**src/rtl/cpu_sysid_checker_timeout_ctr.sv**
```systemverilog
// Stall-cycle counter for one Avalon read; flags the TIMEOUT_CYCLES-th
// stalled cycle so the master can drop the read on the following edge.
module sysid_timeout_ctr #(
    parameter int unsigned TIMEOUT_CYCLES = 255
) (
    input  logic i_clock,
    input  logic i_reset_n,
    input  logic i_clear,
    input  logic i_enable,
    output logic o_terminal
);

    localparam logic [15:0] TERMINAL_VALUE = 16'(TIMEOUT_CYCLES - 1);

    logic [15:0] r_count;

    always_ff @(posedge i_clock or negedge i_reset_n) begin
        if (!i_reset_n) begin
            r_count <= '0;
        end else if (i_clear) begin
            r_count <= '0;
        end else if (i_enable) begin
            r_count <= r_count + 16'd1;
        end
    end

    // Terminal fires during the stalled cycle that brings the count to the limit.
    assign o_terminal = i_enable && (r_count == TERMINAL_VALUE);

endmodule

```
**config.mk**
```make
export PLATFORM = sky130hd
export DESIGN_NAME = sysid_timeout_ctr
export DESIGN_NICKNAME = d
export VERILOG_FILES = /design/src/rtl/cpu_sysid_checker_timeout_ctr.sv
export SDC_FILE = /design/constraint.sdc
export NUM_CORES = 1
export LEC_CHECK = 0
export ABC_AREA = 1
export BUFFER_PORTS_ARGS = -buffer_cell sky130_fd_sc_hd__buf_2
export CORE_ASPECT_RATIO = 0.9
export CORE_MARGIN = 3
export CORE_UTILIZATION = 48
export DETAILED_ROUTE_END_ITERATION = 6
export HOLD_SLACK_MARGIN = 0.15
export PLACE_DENSITY = 0.79
export SKIP_LAST_GASP = 1
export SYNTH_ARGS = -nofsm -noshare
export SYNTH_HDL_FRONTEND = slang
export SYNTH_SLANG_ARGS = --single-unit
```
**constraint.sdc**
```tcl
create_clock -name i_clock -period 1.1 [get_ports i_clock]
set_input_delay 0.11 -clock i_clock [delete_from_list [all_inputs] [get_ports i_clock]]
set_output_delay 0.11 -clock i_clock [all_outputs]
set_load 0.01 [all_outputs]
```
* Word-level counts from Yosys, hierarchy flattened
Index checks and enable logic that the tools add are counted.
** Cells by class
- Reductions and logical operators :: 2
- $add $sub $neg :: 1
- Multiplexer cells :: 2
- Equality and inequality tests :: 1
** Operator list (count)
- 16-bit 2-to-1 mux :: 2
- 16-bit by 1-bit adder with 16-bit output (second input constant) :: 1
- 16-bit by 8-bit equality test with 1-bit output (second input constant) :: 1
- 2-bit nonzero test :: 1
- 1-bit logical AND :: 1
** Word-level totals
- Input bits :: 4
- Register bits after elaboration :: 16
- Logic and storage cells :: 7
- Output and inout bits :: 1

* Depth between registers and ports, before layout
- Depth after elaboration :: 3
- Mapped depth :: 9
- Depth with buffers taken out :: 9

* Worst setup path after synthesis
Ideal clock, no wire load.
- Path kind :: register -> register
- Start point :: register r_count[1]
- End point :: register r_count[6]
- Clock period less this slack :: 1.213 ns
- Path slack :: -0.113 ns
- Cell stages (with the launch flop) :: 9
- Path buffers :: 0
- Data arrival time :: 1.093 ns
- Required time :: 0.980 ns
- Library setup time :: 0.120 ns
- Cells stage by stage :: dfrtp_1 > ha_1 > inv_1 > nor2_2 > nand2_2 > inv_1 > nand2_1 > nor2_1 > nor2_1
** On the way
- Cells in the longest elaborated chain, start to end :: 3
** RTL lines
- start: declaration :: line 15 : logic [15:0] r_count;
- start signal: assignment :: line 23 : r_count <= r_count + 16'd1;
- 16-bit by 1-bit adder with 16-bit output :: line 23
- 16-bit 2-to-1 mux :: line 22 : end else if (i_enable) begin
- 16-bit 2-to-1 mux :: line 20 : end else if (i_clear) begin
No other way between the ends. The select of a mux whose other input is x is not followed.
A chain may end at the register's enable or synchronous reset.

* Worst setup path after layout
- Start point :: register r_count[7]
- End point :: output port o_terminal
** On the way
- Cells in the longest elaborated chain, start to end :: 2
** RTL lines
- 16-bit by 8-bit equality test with 1-bit output :: line 28 : assign o_terminal = i_enable && (r_count == TERMINAL_VALUE);
- 1-bit logical AND :: line 28
- end: declaration :: line 10 : output logic o_terminal
No other way between the ends.

==> implementation parameters <==
Parameter                              Value

GRT
  GRT Residual Overflow ... 0
  Wire length of the first global-routing pass ... 4310 µm
  Pin count of the biggest net entering global routing ... 17
  Initial antenna violation count ... 0
  Aggregate global-route resource usage ... 0.226
  Via count of the first global-routing pass ... 930

Yosys
  Sequential area share after synthesis ... 0.413
  Synthesized net count ... 139
  Cells after synthesis ... between 100 and 150
  Area share of the leading cell type in the synthesized netlist ... 0.413
  Mapped cell area ... between 900 and 1000 µm²
  Mean cell area of the mapped netlist ... between 7 and 8 µm²
  Cell taking the most area after synthesis ... dfrtp_1
  Post-synthesis register bit count ... 16
  Synth unique cells ... 20
  Top cells by area, synth ... dfrtp_1 41%, nand2_1 13%, nor2_1 12%
  Total of warnings raised by yosys ... 0

Status
  Violations in the final reports ... setup timing
  Outcome ... finished, violations left

STA
  RSZ-0062 raised after global routing ... true
  Sum Neg Setup Slack ... -3.41 ns
  Minimum period implied by the final worst setup slack ... 1.53 ns
  Count of endpoints failing setup in the final report ... 14
  Transition time of the tightest slew-check pin ... 0.372 ns
  Achievable frequency ... around 650 MHz
  Worst setup slack after layout ... -0.431 ns
  Skew final ... 0.00752 ns
  Hold violation total from the final report ... 0
  Fin crit share ... 1.39
  Count of final max-slew check failures ... 0
  Worst rel slew slack ... 0.752

Route
  Total wirelength of the detailed-routed design ... 3080 µm
  Routed vias/inst ... 5.50
  Pre-antenna DRT Iters ... 4
  Vias post-DR ... 1034
  Number of routed nets with antenna violations ... 0
  Number of DRC markers in iteration 0 ... 69
  WL per Instance ... 16.4 µm
  Final routed DRC violation total ... 0

Layout
  Count of filler cells inserted in the layout ... 127
  Registers with the most flip-flops ... r_count x16
  Flip-flop count of the largest register after layout ... 16
  Most flop-heavy register ... r_count
  Diodes inserted ... 0
  Share of cells above drive strength 1 ... 0.427
  Layout net count ... roughly 170
  Area added between synthesis and finish ... 43.3%

Worst hold path
  Min-Delay Path Class ... input port to flip-flop
  Hold path startpoint ... i_enable

Clock tree
  TritonCTS clock tree ... built
  Clock-pin slew reported for the worst setup and hold paths after clock tree synthesis ... 0.10 ns
  Later-pin clock latency in the skew report ... 0.29 ns
  TritonCTS buffer count ... 3
  Clock buffer depth ... 2
  CTS Sinks ... 16
  Depth of the CTS H-tree ... 1
  CTS root buf ... clkbuf_4

Power
  Peak VDD IR ... 0.802 mV
  Post-route total power ... 1.12 mW
  Leak pwr ... 0.626 nW
  Power density normalized to cell area ... 810 nW/µm²

Die
  Vert. Die Dim ... 48.6 µm
  Die width ... 53.3 µm
  Boundary Pins ... 5
  # rows ... 14
  Initial core utilization ... 0.542
  DIE AREA ... 2590 µm²
  CORE AREA ... about 1800 µm²

Critical path
  R2R Setup Slk ... -0.31 ns
  Largest fanout on the critical path ... 4
  Source of the critical timing path ... r_count[7]
  Reg-to-reg critical path startpoint ... r_count[0]
  Category of the critical setup timing path ... flip-flop to output port
  Startpoint type of the worst setup path ... flip-flop
  WP data required ... ~0.99 ns
  Worst Path Arrival ... 1.42 ns
  Endpoint type of the worst setup path ... output port

Job
  Number of violations of the max-capacitance limit ... 0

Place
  Detail Placement HPWL ... between 1500 and 2000 µm
  # port buffers ... 4
  Final RePlAce weighted congestion ... 0.948
==> routing by layer <==
| layer | wire length [µm] | share of wire | GRT usage |
|---|---|---|---|
| met3 | 238 | 0.077 | 0.0583 |
| met4 | 112 | 0.036 | 0.0426 |
| met1 | 1160 | 0.38 | 0.290 |
| met2 | 1580 | 0.51 | 0.378 |
| met5 | 0 | 0 | 0 |
==> kinds of logic after synthesis <==
| family | after synthesis | synth area share |
|---|---|---|
| buffers and inverters | 15 | 0.0620 |
| adders and majority gates | 2 | 0.0258 |
| and+or+nand+nor | 87 | 0.422 |
| DFF | 16 | 0.413 |
| AOI/OAI and AO/OA | 13 | 0.0762 |
==> what timing repair did <==
item,4_1_cts,5_1_grt
resized for setup,27,20
endpoints found under the hold margin,18,0
endpoints found under the setup margin,15,15
setup buffers,10,4
hold buffers,2,0
pin swaps,13,12
==> synthesized netlist by cell type <==
master,n
buf_4,1
dfrtp_1,16
o21ai_0,5
a21oi_1,5
nor3_1,2
nand2_2,3
inv_2,1
nand3_2,1
inv_1,13
nor2_4,5
nand2_4,1
o31ai_1,1
o21bai_1,1
o21ai_2,1
nand3_1,7
nor2_1,30
nor2_2,2
nand2_1,33
ha_1,2
nand4_1,3
==> cell type report <==
type	instances	area, µm²	share of cell area
multi-input combinational	102	638	0.460
timing repair buffer	29	235	0.170
inverter	14	60.1	0.0433
sequential	16	402	0.289
tap	24	30.0	0.0216
clock buffer	3	22.5	0.0162
==> path summary, 6_finish.rpt <==
check / cells past startpoint / end
min reg2reg: 2 / r_count[5]
max in group asynchronous: 2 / r_count[2]
min in group asynchronous: 2 / r_count[11]
min: 3 / r_count[0]
max reg2reg: 10 / r_count[10]
max: 5 / o_terminal
==> worst max-delay path, stage by stage, from the launching register on <==
cell and delay, ns:
dfrtp_1 0.43, nand2_2 0.10, nor2_4 0.16, nand4_1 0.14, nor2_1 0.16, buf_2 0.15
==> stage by stage <==
step | utilization | instances | worst slack, ns | instance area, µm² | hold WS (ns)
detailed placement | 0.609 | 170 | -0.119 | 1090 | 0.0426
floorplan | - | 133 | -0.101 | 971 | -0.186
global placement | 0.609 | 170 | -0.103 | 1090 | 0.0404
finish | 0.777 | 188 | -0.431 | 1390 | 0.183
CTS | 0.724 | 185 | -0.292 | 1290 | 0.157
global route | 0.777 | 188 | -0.460 | 1390 | 0.187
==> report_power, final <==
part	switching [mW]	internal [mW]	leakage [nW]
sequential	0.00649	0.597	0.220
combinational	0.110	0.0977	0.392
clock	0.186	0.127	0.0138
total	0.302	0.822	0.626
==> cell usage in the layout, fill, tap and decap left out <==
cell and count:
inv_4 1, ha_4 2, o21ai_2 3, inv_2 2
a21oi_1 4, clkinv_4 1, nand2_1 28, nand4_1 3
o21ai_1 2, buf_6 6, nor3_1 1, nor2_1 22
clkbuf_4 3, nand2_4 2, nand3_1 5, nand3_2 2
nand2_2 7, o21ai_0 1, o31ai_4 1, buf_4 17
nor2_4 9, nand3_4 1, nor3_2 1, nor2_2 6
a21oi_2 1, o21bai_1 1, dfrtp_1 15, inv_1 10
dlygate4sd3_1 2, buf_2 4, dfrtp_2 1
No activity file was read; power rests on OpenSTA's default activity.
